File: src/rtl/shift_reg_r.sv
// shift_reg_r: WIDTH-bit universal shift register with asynchronous active-low reset.
//
// Purpose: a general-purpose register that can also serialise (load, then shift out)
// or deserialise (shift in, then read q). It also counts shifts since the last
// load/clear and flags when that count reaches WIDTH.
//
// Ports:
//   clk        rising-edge clock
//   reset_n    asynchronous active-low reset (clears q and shift_cnt)
//   en         clock enable; 0 holds all state (clr is ignored too)
//   clr        synchronous clear; overrides mode when en=1
//   mode       2'b00 hold, 2'b01 shift right, 2'b10 shift left, 2'b11 parallel load
//   d          parallel load data
//   si_r       serial input for a right shift (enters q[WIDTH-1])
//   si_l       serial input for a left shift (enters q[0])
//   rot        (SHIFT_REG_ROTATE_EN only) rotate instead of taking si_r/si_l
//   q          register contents
//   so_r       q[0], the bit that leaves on the next right shift
//   so_l       q[WIDTH-1], the bit that leaves on the next left shift
//   shift_cnt  shifts since last load/clear, saturating at WIDTH
//   done       high while shift_cnt == WIDTH
//
// Optional feature: define SHIFT_REG_ROTATE_EN to add the rot input.

module shift_reg_r #(
  parameter int unsigned WIDTH = 8,
  localparam int unsigned CW   = $clog2(WIDTH + 1)
) (
  input  logic             clk,
  input  logic             reset_n,
  input  logic             en,
  input  logic             clr,
  input  logic [1:0]       mode,
  input  logic [WIDTH-1:0] d,
  input  logic             si_r,
  input  logic             si_l,
`ifdef SHIFT_REG_ROTATE_EN
  input  logic             rot,
`endif
  output logic [WIDTH-1:0] q,
  output logic             so_r,
  output logic             so_l,
  output logic [CW-1:0]    shift_cnt,
  output logic             done
);

  localparam logic [CW-1:0] CntMax = CW'(WIDTH);

  localparam logic [1:0] ModeHold  = 2'b00;
  localparam logic [1:0] ModeRight = 2'b01;
  localparam logic [1:0] ModeLeft  = 2'b10;
  localparam logic [1:0] ModeLoad  = 2'b11;

  logic [WIDTH-1:0] q_d, q_q;
  logic [CW-1:0]    cnt_d, cnt_q;
  logic             in_r, in_l;
  logic [CW-1:0]    cnt_inc;

  // Bits entering on a shift; rotation feeds back the bit that leaves.
`ifdef SHIFT_REG_ROTATE_EN
  assign in_r = rot ? q_q[0]       : si_r;
  assign in_l = rot ? q_q[WIDTH-1] : si_l;
`else
  assign in_r = si_r;
  assign in_l = si_l;
`endif

  // Saturating increment: the count sticks at WIDTH while data keeps shifting.
  assign cnt_inc = (cnt_q < CntMax) ? cnt_q + CW'(1) : cnt_q;

  always_comb begin
    q_d   = q_q;
    cnt_d = cnt_q;
    if (en) begin
      if (clr) begin
        q_d   = '0;
        cnt_d = '0;
      end else begin
        case (mode)
          ModeHold: begin
            q_d   = q_q;
            cnt_d = cnt_q;
          end
          ModeRight: begin
            q_d   = {in_r, q_q[WIDTH-1:1]};
            cnt_d = cnt_inc;
          end
          ModeLeft: begin
            q_d   = {q_q[WIDTH-2:0], in_l};
            cnt_d = cnt_inc;
          end
          ModeLoad: begin
            q_d   = d;
            cnt_d = '0;
          end
          default: begin
            q_d   = q_q;
            cnt_d = cnt_q;
          end
        endcase
      end
    end
  end

  always_ff @(posedge clk or negedge reset_n) begin
    if (!reset_n) begin
      q_q   <= '0;
      cnt_q <= '0;
    end else begin
      q_q   <= q_d;
      cnt_q <= cnt_d;
    end
  end

  // Pure decodes of registered state.
  assign q         = q_q;
  assign so_r      = q_q[0];
  assign so_l      = q_q[WIDTH-1];
  assign shift_cnt = cnt_q;
  assign done      = (cnt_q == CntMax);

endmodule
File: config.mk
export PLATFORM = sky130hd
export DESIGN_NAME = shift_reg_r
export DESIGN_NICKNAME = d
export VERILOG_FILES = /design/src/rtl/shift_reg_r.sv
export SDC_FILE = /design/constraint.sdc
export NUM_CORES = 1
export LEC_CHECK = 0
export CAP_MARGIN = 20
export CORE_UTILIZATION = 30
export CTS_CLUSTER_SIZE = 20
export DETAILED_ROUTE_END_ITERATION = 12
export PLACE_DENSITY = 0.59
export SYNTH_ARGS = -nofsm -noshare
export SYNTH_HDL_FRONTEND = slang
export SYNTH_SLANG_ARGS = --single-unit
File: constraint.sdc
create_clock -name clk -period 3.68 [get_ports clk]
set_input_delay 0.552 -clock clk [delete_from_list [all_inputs] [get_ports clk]]
set_output_delay 0.552 -clock clk [all_outputs]
set_load 0.03 [all_outputs]
==> run summary <==
slowest CP cell: clkdlybuf4s50_1
worst path cell trace: inv_1 -> ha_1 -> nand2_1 -> nor2_1 -> clkdlybuf4s50_1
RSZ-0062 raised after global routing: false
post-DP HPWL: 1350 µm
CTS buffer count: 3
Gate Count Post-Synth: 74
Arr. time, crit path: 1760 ps
area of the mapped netlist: 731 µm²
DR vias: 660
setup bufs post-CTS: 0
IO Pins: 31
clock skew: 0.326 ps
PnR worst setup slack: 1370 ps
gr ovfl total: 0
total number of yosys warnings: 0
cts-stage hold buffer count: 0
global-route wire length before repair: 2810 µm
Max-Cap Viols: 0
Iter 0 DRT Violations: 8
CTS tree: done
leakage: 0.000443 µW
number of synthesized register bits: 12
n_diodes: 0
Worst-path clk slew: 70 ps
pin count of the biggest net entering global routing: 13
detailed-route DRC error count: 0
post-CTS sizing: 0
cell family with most CP delay: buffers and inverters
sequential fraction of the synthesis area: 41.1%
vias in the first global route: 645
CTS Sinks: 12
Avg Synthesized Cell Area: 9.87 µm²
CTS root buf: clkbuf_4
die height: 51.4 µm
endpoint class of the critical path: output pin
IO buf count: 30
synth unique cells: 22
Post-Route WL: 1750 µm
Total GRT Usage: 14.8%
Pwr Total: 360 µW
f_max: 433 MHz
WL/cell: 13.5 µm
crit start category: register
Worst-Margin Slew: 555 ps
CP Max Fanout: 5
worst stage delay on the critical path: 680 ps
# setup viols final: 0
Max VDD drop: 184 µV
first drt pass iteration count: 3
final setup TNS: 0 ps
Hold Vio Cnt, Final: 0
kind of critical path: register to output pin
# nets final: 125
Net Count, Synth: 95
min Tclk post-route: 2310 ps
initial antenna violation count: 0
status: finished clean
H-tree Lvls: 1
Vias/cell: 5.08
Reg area: 300 µm²
multi-input logic area: 370 µm²
Util after Layout: 46.9%
period utilization: 62.7%
Placer Congestion: 0.750
Critical Path RT: 3130 ps
Rows: 17
critical path buffer and inverter count: 2
most common cell after layout, fill and taps aside: clkdlybuf4s50_1
Cell Pwr Density: 340 mW/mm²
Worst-Skew Late Latency: 260 ps
worst min path class: register to register
Placeable Area: 0.00225 mm²
Die Span X: 51.4 µm
commonest cells after routing, fill and taps aside: clkdlybuf4s50_1 (30), dfrtp_1 (12), a21oi_1 (9), a22o_1 (9), o2bb2ai_1 (9)
Die ar.: 0.00264 mm²
dpl ws: 1430 ps
ANT nets after route: 0
final slew viol count: 0
Initial Util: 32.4%
layout cells sized above 1: 2.94%
Slew HR: 62.7%
Longest Clk Path Bufs: 2
FILL cells: 231
area grow syn2layout: 44.9%
==> state kept, by name, indices dropped and copies added, names as in the netlist <==
register   flops
q              8
shift_cnt      4
==> layout make-up <==
| class | instances | share of cell area [%] |
|---|---|---|
| multi-input combinational | 49 | 35.0 |
| inverter | 8 | 2.84 |
| clock buffer | 3 | 2.13 |
| timing repair buffer | 30 | 28.4 |
| sequential | 12 | 28.4 |
| tap | 28 | 3.31 |
==> per-stage QoR <==
step	instance area, µm²	instances	hold slack, ps
floorplan	731	74	256
global placement	1040	127	527
detailed placement	1040	127	533
CTS	1060	130	550
global route	1060	130	574
finish	1060	130	548
==> final timing paths <==
path,start,endpoint,slack (ps),cells past startpoint
setup / recovery,shift_cnt[0]$_DFFE_PN0P_,done,1370,5
hold / removal,q[7]$_DFFE_PN0P_,q[7]$_DFFE_PN0P_,550,1
setup reg to reg,shift_cnt[0]$_DFFE_PN0P_,shift_cnt[2]$_DFFE_PN0P_,2240,4
hold reg to reg,q[7]$_DFFE_PN0P_,q[7]$_DFFE_PN0P_,550,1
max in group asynchronous,reset_n,shift_cnt[1]$_DFFE_PN0P_,2680,1
min in group asynchronous,reset_n,q[0]$_DFFE_PN0P_,640,1
==> cells in the mapped netlist <==
cell type / count / area (µm²)
nand3_1: 2 / 10.0
a21oi_1: 9 / 45.0
inv_1: 8 / 30.0
o21ai_1: 1 / 5.00
nand3b_1: 1 / 7.51
buf_2: 2 / 10.0
clkbuf_2: 1 / 5.00
o21ai_0: 1 / 5.00
a22o_1: 9 / 78.8
nand2_1: 1 / 3.75
xor2_1: 1 / 8.76
and3b_1: 1 / 8.76
nor3b_1: 1 / 7.51
nor2_1: 4 / 15.0
o21a_1: 1 / 7.51
o22ai_1: 1 / 6.26
mux2i_1: 1 / 10.0
buf_4: 2 / 15.0
o2bb2ai_1: 9 / 78.8
dfrtp_1: 12 / 300
ha_1: 5 / 62.6
a221o_1: 1 / 10.0
==> worst register-to-register path, stage by stage, from the launching register on <==
cell and delay, ps:
dfrtp_1 440, ha_1 230, and3b_1 170, a22o_1 190, a221o_1 280
==> power by group <==
group | internal (µW) | switching, µW | total, µW
Combinational | 59.6 | 61.8 | 121
Sequential | 143 | 16.2 | 160
Clock | 37.7 | 40.7 | 78.5
Total | 241 | 119 | 360
==> per-layer routing <==
layer	routed length, µm	track usage [%]	vias to the layer above
met4	12	5.41	0
met5	0	0	-
met3	92	5.95	2
li1	-	-	332
met2	818	24.8	24
met1	830	16.8	302
==> logic make-up after synthesis <==
logic type / share of synthesized area (%)
AO/OA/AOI/OAI: 32.4
buffers and inverters: 8.22
flip-flops: 41.1
AND/OR/NAND/NOR: 7.19
adder cells (fa/ha/maj): 8.56
XOR/XNOR: 1.20
multiplexers: 1.37
Power figures use the tool's default switching activity.
